==> src/rtl/ddram_arb.sv <==
// rtl/ddram_arb.sv - four-channel request arbiter driving the ddram bridge strobes
module ddram_arb #(
    parameter bit         RR      = 1'b1,
    parameter logic [3:0] CH_MASK = 4'hF
) (
    input  logic         clk,
    input  logic         rst_n,
    input  logic [107:0] ch_addr,
    input  logic [127:0] ch_din,
    input  logic [3:0]   ch_rd,
    input  logic [15:0]  ch_wr,
    input  logic [3:0]   ch_16b,
    output logic [127:0] ch_dout,
    output logic [3:0]   ch_ack,
    output logic [26:0]  mem_addr,
    output logic [31:0]  mem_din,
    output logic         mem_rd,
    output logic [3:0]   mem_wr,
    output logic [1:0]   mem_chan,
    output logic         mem_16b,
    input  logic [31:0]  mem_dout,
    input  logic         mem_busy
);

    typedef enum logic [1:0] {S_IDLE, S_ISSUE, S_SETTLE, S_WAIT} state_t;

    state_t         state_q, state_d;
    logic [1:0]     ptr_q, ptr_d;
    logic [1:0]     chan_q, chan_d;
    logic [26:0]    addr_q, addr_d;
    logic [31:0]    din_q, din_d;
    logic           b16_q, b16_d;
    logic           rd_q, rd_d;
    logic [3:0]     wr_q, wr_d;
    logic [3:0]     ack_q, ack_d;
    logic [127:0]   dout_q, dout_d;

    logic [3:0]     pending;
    logic [1:0]     gnt;
    logic [3:0]     gnt_wr;

    // First set bit of p searching upward (mod 4) from start.
    function automatic logic [1:0] pick(input logic [3:0] p, input logic [1:0] start);
        logic [1:0] c;
        pick = start;
        for (int j = 3; j >= 0; j--) begin
            c = start + 2'(j);
            if (p[c]) pick = c;
        end
    endfunction

    always_comb begin
        pending = '0;
        for (int i = 0; i < 4; i++) begin
            pending[i] = CH_MASK[i] & (ch_rd[i] | (|ch_wr[4*i +: 4])) & ~ack_q[i];
        end
    end

    assign gnt    = pick(pending, RR ? ptr_q : 2'd0);
    assign gnt_wr = ch_wr[4*gnt +: 4];

    always_comb begin
        state_d = state_q;
        ptr_d   = ptr_q;
        chan_d  = chan_q;
        addr_d  = addr_q;
        din_d   = din_q;
        b16_d   = b16_q;
        rd_d    = rd_q;
        wr_d    = wr_q;
        ack_d   = '0;
        dout_d  = dout_q;
        case (state_q)
            S_IDLE: begin
                // The ack cycle is skipped so a requester's still-high line is never
                // mistaken for a new request, and a re-raised one is seen next cycle.
                if ((|pending) && !(|ack_q)) begin
                    chan_d = gnt;
                    addr_d = ch_addr[27*gnt +: 27];
                    din_d  = ch_din[32*gnt +: 32];
                    b16_d  = ch_16b[gnt];
                    if (|gnt_wr) wr_d = gnt_wr;
                    else         rd_d = 1'b1;
                    state_d = S_ISSUE;
                end
            end
            S_ISSUE:  state_d = S_SETTLE;
            S_SETTLE: state_d = S_WAIT;
            S_WAIT: begin
                if (!mem_busy) begin
                    rd_d          = 1'b0;
                    wr_d          = 4'b0;
                    ack_d[chan_q] = 1'b1;
                    if (rd_q) dout_d[32*chan_q +: 32] = mem_dout;
                    ptr_d   = chan_q + 2'd1;
                    state_d = S_IDLE;
                end
            end
            default: state_d = S_IDLE;
        endcase
    end

    always_ff @(posedge clk or negedge rst_n) begin
        if (!rst_n) begin
            state_q <= S_IDLE;
            ptr_q   <= '0;
            chan_q  <= '0;
            addr_q  <= '0;
            din_q   <= '0;
            b16_q   <= 1'b0;
            rd_q    <= 1'b0;
            wr_q    <= '0;
            ack_q   <= '0;
            dout_q  <= '0;
        end else begin
            state_q <= state_d;
            ptr_q   <= ptr_d;
            chan_q  <= chan_d;
            addr_q  <= addr_d;
            din_q   <= din_d;
            b16_q   <= b16_d;
            rd_q    <= rd_d;
            wr_q    <= wr_d;
            ack_q   <= ack_d;
            dout_q  <= dout_d;
        end
    end

    assign ch_dout  = dout_q;
    assign ch_ack   = ack_q;
    assign mem_addr = addr_q;
    assign mem_din  = din_q;
    assign mem_rd   = rd_q;
    assign mem_wr   = wr_q;
    assign mem_chan = chan_q;
    assign mem_16b  = b16_q;

endmodule

==> config.mk <==
export PLATFORM = sky130hd
export DESIGN_NAME = ddram_arb
export DESIGN_NICKNAME = d
export VERILOG_FILES = /design/src/rtl/ddram_arb.sv
export SDC_FILE = /design/constraint.sdc
export NUM_CORES = 1
export LEC_CHECK = 0
export BUFFER_PORTS_ARGS = -buffer_cell sky130_fd_sc_hd__buf_2
export CAP_MARGIN = 5
export CORE_AREA = 2 2 192 194
export DETAILED_ROUTE_END_ITERATION = 6
export DIE_AREA = 0 0 194 196
export PLACE_DENSITY = 0.5
export SYNTH_ARGS = -nofsm -noshare
export SYNTH_HDL_FRONTEND = slang
export SYNTH_SLANG_ARGS = --single-unit
==> constraint.sdc <==
create_clock -name clk -period 6.8 [get_ports clk]
set_clock_uncertainty 0.05 [all_clocks]
set_input_delay 1.36 -clock clk [delete_from_list [all_inputs] [get_ports clk]]
set_output_delay 1.36 -clock clk [all_outputs]
set_load 0.03 [all_outputs]
Word level (Yosys, flattened, before mapping)
Cells that the tools add are included.
{ "op_classes": {"bitwise": 13, "eq_ne": 7, "n_addsub": 5, "n_shift": 5, "n_mux": 30, "order_cmp": 7, "multipliers": 1, "reduce_logical": 18} }
{ "ops": {"columns": ["op", "n"], "rows": [
  ["128-bit bitwise mux", 1],
  ["32-bit by 34-bit variable shift with 128-bit output (first input constant)", 1],
  ["128-bit by 8-bit indexed part select with 32-bit output", 1],
  ["32-bit by 34-bit indexed part select with 128-bit output", 1],
  ["108-bit by 8-bit indexed part select with 27-bit output", 1],
  ["7-bit negation with 34-bit output", 1],
  ["4-bit OR reduction", 7],
  ["4-bit two-way mux", 5],
  ["2-bit by 3-bit less-than comparator with 1-bit output (second input constant)", 6],
  ["16-bit by 5-bit indexed part select with 4-bit output", 1],
  ["2-bit two-way mux", 6],
  ["1-bit binary-select mux with 2-bit select", 5],
  ["1-bit two-way mux", 9],
  ["2-bit inequality test (second input constant)", 4],
  ["2-bit one-hot mux with 4 select lines", 1],
  ["4-bit one-hot mux with 2 select lines", 1],
  ["4-bit AND reduction", 2],
  ["5-bit by 2-bit multiplier with 7-bit output (first input constant)", 1],
  ["2-bit AND reduction", 3],
  ["1-bit inverter", 5],
  ["2-bit by 1-bit adder with 2-bit output (second input constant)", 2],
  ["2-bit adder (second input constant)", 2],
  ["1-bit AND", 4],
  ["2-bit == test (second input constant)", 2],
  ["other kinds (10)", 14]
]} }
{ "totals": {"output_inout_bits": 199, "input_bits": 295, "ff_bits": 203} }

Depth between registers and ports, before layout
{ "logic_depth": {"ltp_word": 14, "depth_mapped": 11} }

Worst setup path before layout
No wires, ideal clock.
{ "synth_path": {"kind": "input port to flip-flop", "from": "input ch_wr[1]", "to": "register rd_q (netlist: mem_rd)", "arrival_ps": 3835, "path_slack_ps": 2828, "required_time_ps": 6663, "cell_stages": 8, "setup_time_ps": 87, "n_path_buf": 1, "path_cell_list": "or4_1 -> o21bai_1 -> o311a_1 -> or3_1 -> buf_2 -> mux4_2 -> or4_4 -> o211ai_1"} }
{ "synth_via": {"elab_chain_cells": 13, "word_cells_on_any_way": 22} }
{ "synth_lines": {"columns": ["item", "line_no", "rtl"], "rows": [
  ["start: declaration", "11", "input logic [15:0] ch_wr,"],
  ["4-bit OR reduction", "55", "pending[i] = CH_MASK[i] & (ch_rd[i] | (|ch_wr[4*i +: 4])) & ~ack_q[i];"],
  ["1-bit OR", "55", null],
  ["1-bit AND", "55", null],
  ["1-bit binary-select mux with 2-bit select", "48", "if (p[c]) pick = c;"],
  ["1-bit two-way mux (not written as such)", "48", null],
  ["2-bit two-way mux (4 in series)", "48", null],
  ["16-bit by 5-bit indexed part select with 4-bit output", "60", "assign gnt_wr = ch_wr[4*gnt +: 4];"],
  ["4-bit OR reduction", "82", "if (|gnt_wr) wr_d = gnt_wr;"],
  ["2-bit inequality test (no source line)", null, null],
  ["4-bit AND reduction (no source line) *", null, null],
  ["end signal: assignment", "122", "rd_q <= rd_d;"],
  ["end: declaration", "33", "logic rd_q, rd_d;"]
]} }
Mark *: on every way between the ends. The rest lies on a longest branch, timed or not. The select of a mux whose other input is x is not followed.
A chain may end at the register's enable or synchronous reset.

Worst setup path in the final report
Ends and elaborated chain as after synthesis.

==> results_dict.tcl <==
set metrics [dict create \
    fillers 3814 \
    hpwl_mm 28.9 \
    tightest_slew_ps 1160 \
    area_growth_pct 38.2 \
    totalWireLength_mm 39.9 \
    ys.flop_type "dfrtp_1" \
    die_x_um 194 \
    rsz0062_at_grt "false" \
    grt_pass1_vias 9904 \
    path_clk_slew_ps 60 \
    fin_crit_ps 4200 \
    cts-hold-fix-buffers 0 \
    hold_viol 0 \
    r2r_slack_ps 3440 \
    cts_tree "built" \
    switching_share_pct 46.9 \
    slew_headroom_pct 22.3 \
    gp_congestion 0.884 \
    cts_buffers 26 \
    rr_worst_depth 9 \
    syn_avg_cell_area_sq_um 8.73 \
    yosys.area.top_type_share_pct 51.5 \
    p_leak_uw 0.00743 \
    track_usage_pct 19.9 \
    maxCapViolCount 0 \
    min_path_cells 1 \
    drc 0 \
    hp-class "reg2reg" \
    antenna_left 0 \
    drv_slew 0 \
    ys_seq_area_share_pct 51.5 \
    ir_drop_uv 207 \
    ys_types 39 \
    critPathKind "in2reg" \
    grt_max_degree 78 \
    p_per_area_nw_per_um2 480 \
    combPwrFrac_pct 51.3 \
    antenna_found_initial 8 \
    grt_first_pass_wirelength_mm 59.5 \
    post-route-period-util_pct 61.8 \
    synth_edf_count 0 \
    dr.pass1.iters 5 \
    drtIter0Drc 445 \
    status "complete, no violations" \
    die_height_um 196 \
    worst_slack_ps 2600 \
    clockPowerShare_pct 21.4 \
    power_frac_seq_pct 27.4 \
    startpoint_type "input pin" \
    async_reset_ff_share_pct 100 \
    clockBufferDepth 3 \
    syn_inst 1131 \
    yosysWarningCount 0 \
    setup_tns_ps 0 \
    dieArea_sq_um 38000 \
    wl_per_cell_um 19.3 \
    io_pins 494 \
    synth_area_leader_cell "dfrtp_1" \
    pre_cts_slack_ps 2000 \
    grt-ovfl-total 0 \
    end_kind "flip-flop" \
    synth_area_leaders "dfrtp_1, nand2_1, a311oi_1, o21ai_0, a21o_1" \
    via_per_inst 4.80 \
    crit_arrival_ps 4600 \
    syn_area_sq_um 9870 \
    cp.required_ps 7200 \
    core_area_sq_um 36100 \
    setup_violations 0 \
    synth-seq-cells 203 \
    portBuffers 493 \
    max_freq_mhz 238 \
    insertion_delay_ps 530 \
    syn_nets 1435 \
    rows 70 \
    initial_utilization_pct 27.3 \
    p_int_uw 3480 \
    post_cts_resized 0 \
    layout-drive-gt1-share_pct 35.6 \
    cts_root_buf "clkbuf_16" \
    postCtsSetupRepairBufs 0 \
    cts.sinks 203 \
    vias 9919 \
    nets 1883 \
    h-tree-depth 1 \
    critPathMaxFanout 72 \
    netSwitchingPower_uw 3070 \
    holdWs_ps 420 \
]
cells in the final DEF, fill, tap and decap left out, types with 4 or more instances in the layout:
cell         n
nand2_1    440
o21ai_1      5
mux2i_1      6
buf_4       15
a21oi_1      5
nor2_1       6
a32oi_1      4
clkbuf_16   26
nor3_2       4
and3_1      60
a311oi_1    60
dfrtp_1    203
nand2_2      4
buf_2      492
a21o_1      62
clkbuf_8     4
inv_1        7
a22o_1      32
o21ai_0    100
and2_1       5
ha_1         9
path summary, 6_finish.rpt:
check                       startpoint            to
max                           ch_wr[1]        mem_rd
max reg2reg                  ch_ack[3]  mem_addr[19]
max in group asynchronous        rst_n     mem_wr[1]
min                        mem_din[18]   mem_din[18]
min reg2reg                mem_din[18]   mem_din[18]
min in group asynchronous        rst_n  ch_dout[111]
metal layers:
metal  GRT usage (%)  vias up  wire [um]
met5               0        -         26
met4            6.73        4       1270
li1                -     4785          -
met2            33.6      394      19200
met3            5.04       66       2910
met1            24.7     4670      16500
power groups by stage:
| stage | logic (uW) | clock network [uW] | registers, uW |
|---|---|---|---|
| after detailed placement | 3390 | 0 | 1810 |
| final | 3360 | 1400 | 1790 |
| after CTS | 3400 | 1460 | 1800 |
| after global placement | 3370 | 0 | 1800 |
| after global routing | 3670 | 1490 | 1840 |
| after floorplan | 1610 | 0 | 2470 |
metrics by stage:
step	utilization, %	instances	total power (uW)	area, sq um
final	37.8	2065	6550	13600
after detailed placement	35.4	2019	5200	12800
after CTS	37.8	2062	6650	13600
after global placement	35.4	2019	5170	12800
after global routing	37.8	2065	7010	13600
after floorplan	-	1131	4080	9870
cell type report:
type                            instances  area (sq um)  area share, %
Clock inverter                         11           170           1.25
Inverter                                7          26.3          0.193
Multi-Input combinational cell        833          4480           32.8
Antenna cell                            3          7.51         0.0551
Sequential cell                       203          5080           37.3
Clock buffer                           32           703           5.16
Tap cell                              468           586           4.29
Timing Repair Buffer                  508          2590           19.0
cells by family after synthesis:
group,share of synthesized area [%]
fa+ha+maj,1.14
simple gates,22.4
buf+inv,3.68
compound gates,20.1
mux,1.18
flops,51.5
synthesized netlist by cell type, drive strengths merged (4+ instances only):
cell type / instances
mux2i: 6
a32oi: 4
clkbuf: 76
o21ai: 105
and2: 6
a22o: 32
a311oi: 60
nor2: 6
or4: 4
ha: 9
and3: 60
nor3: 6
a21oi: 6
nand2: 445
a21o: 62
dfrtp: 203
buf: 12
inv: 7
flip-flops by register name (all words and copies together) (netlist names):
register,cells
ch_ack,4
ch_dout,128
mem_16b,1
mem_addr,27
mem_chan,2
mem_din,32
mem_rd,1
mem_wr,4
ptr_q,2
state_q,2
worst max-delay path: stages:
cell and delay, ps:
buf_2 100, or4_1 530, o21bai_1 310, o311a_1 270, or3_4 660, mux4_2 640
or4_4 530, o211ai_1 190
Power figures use the tool's default switching activity.
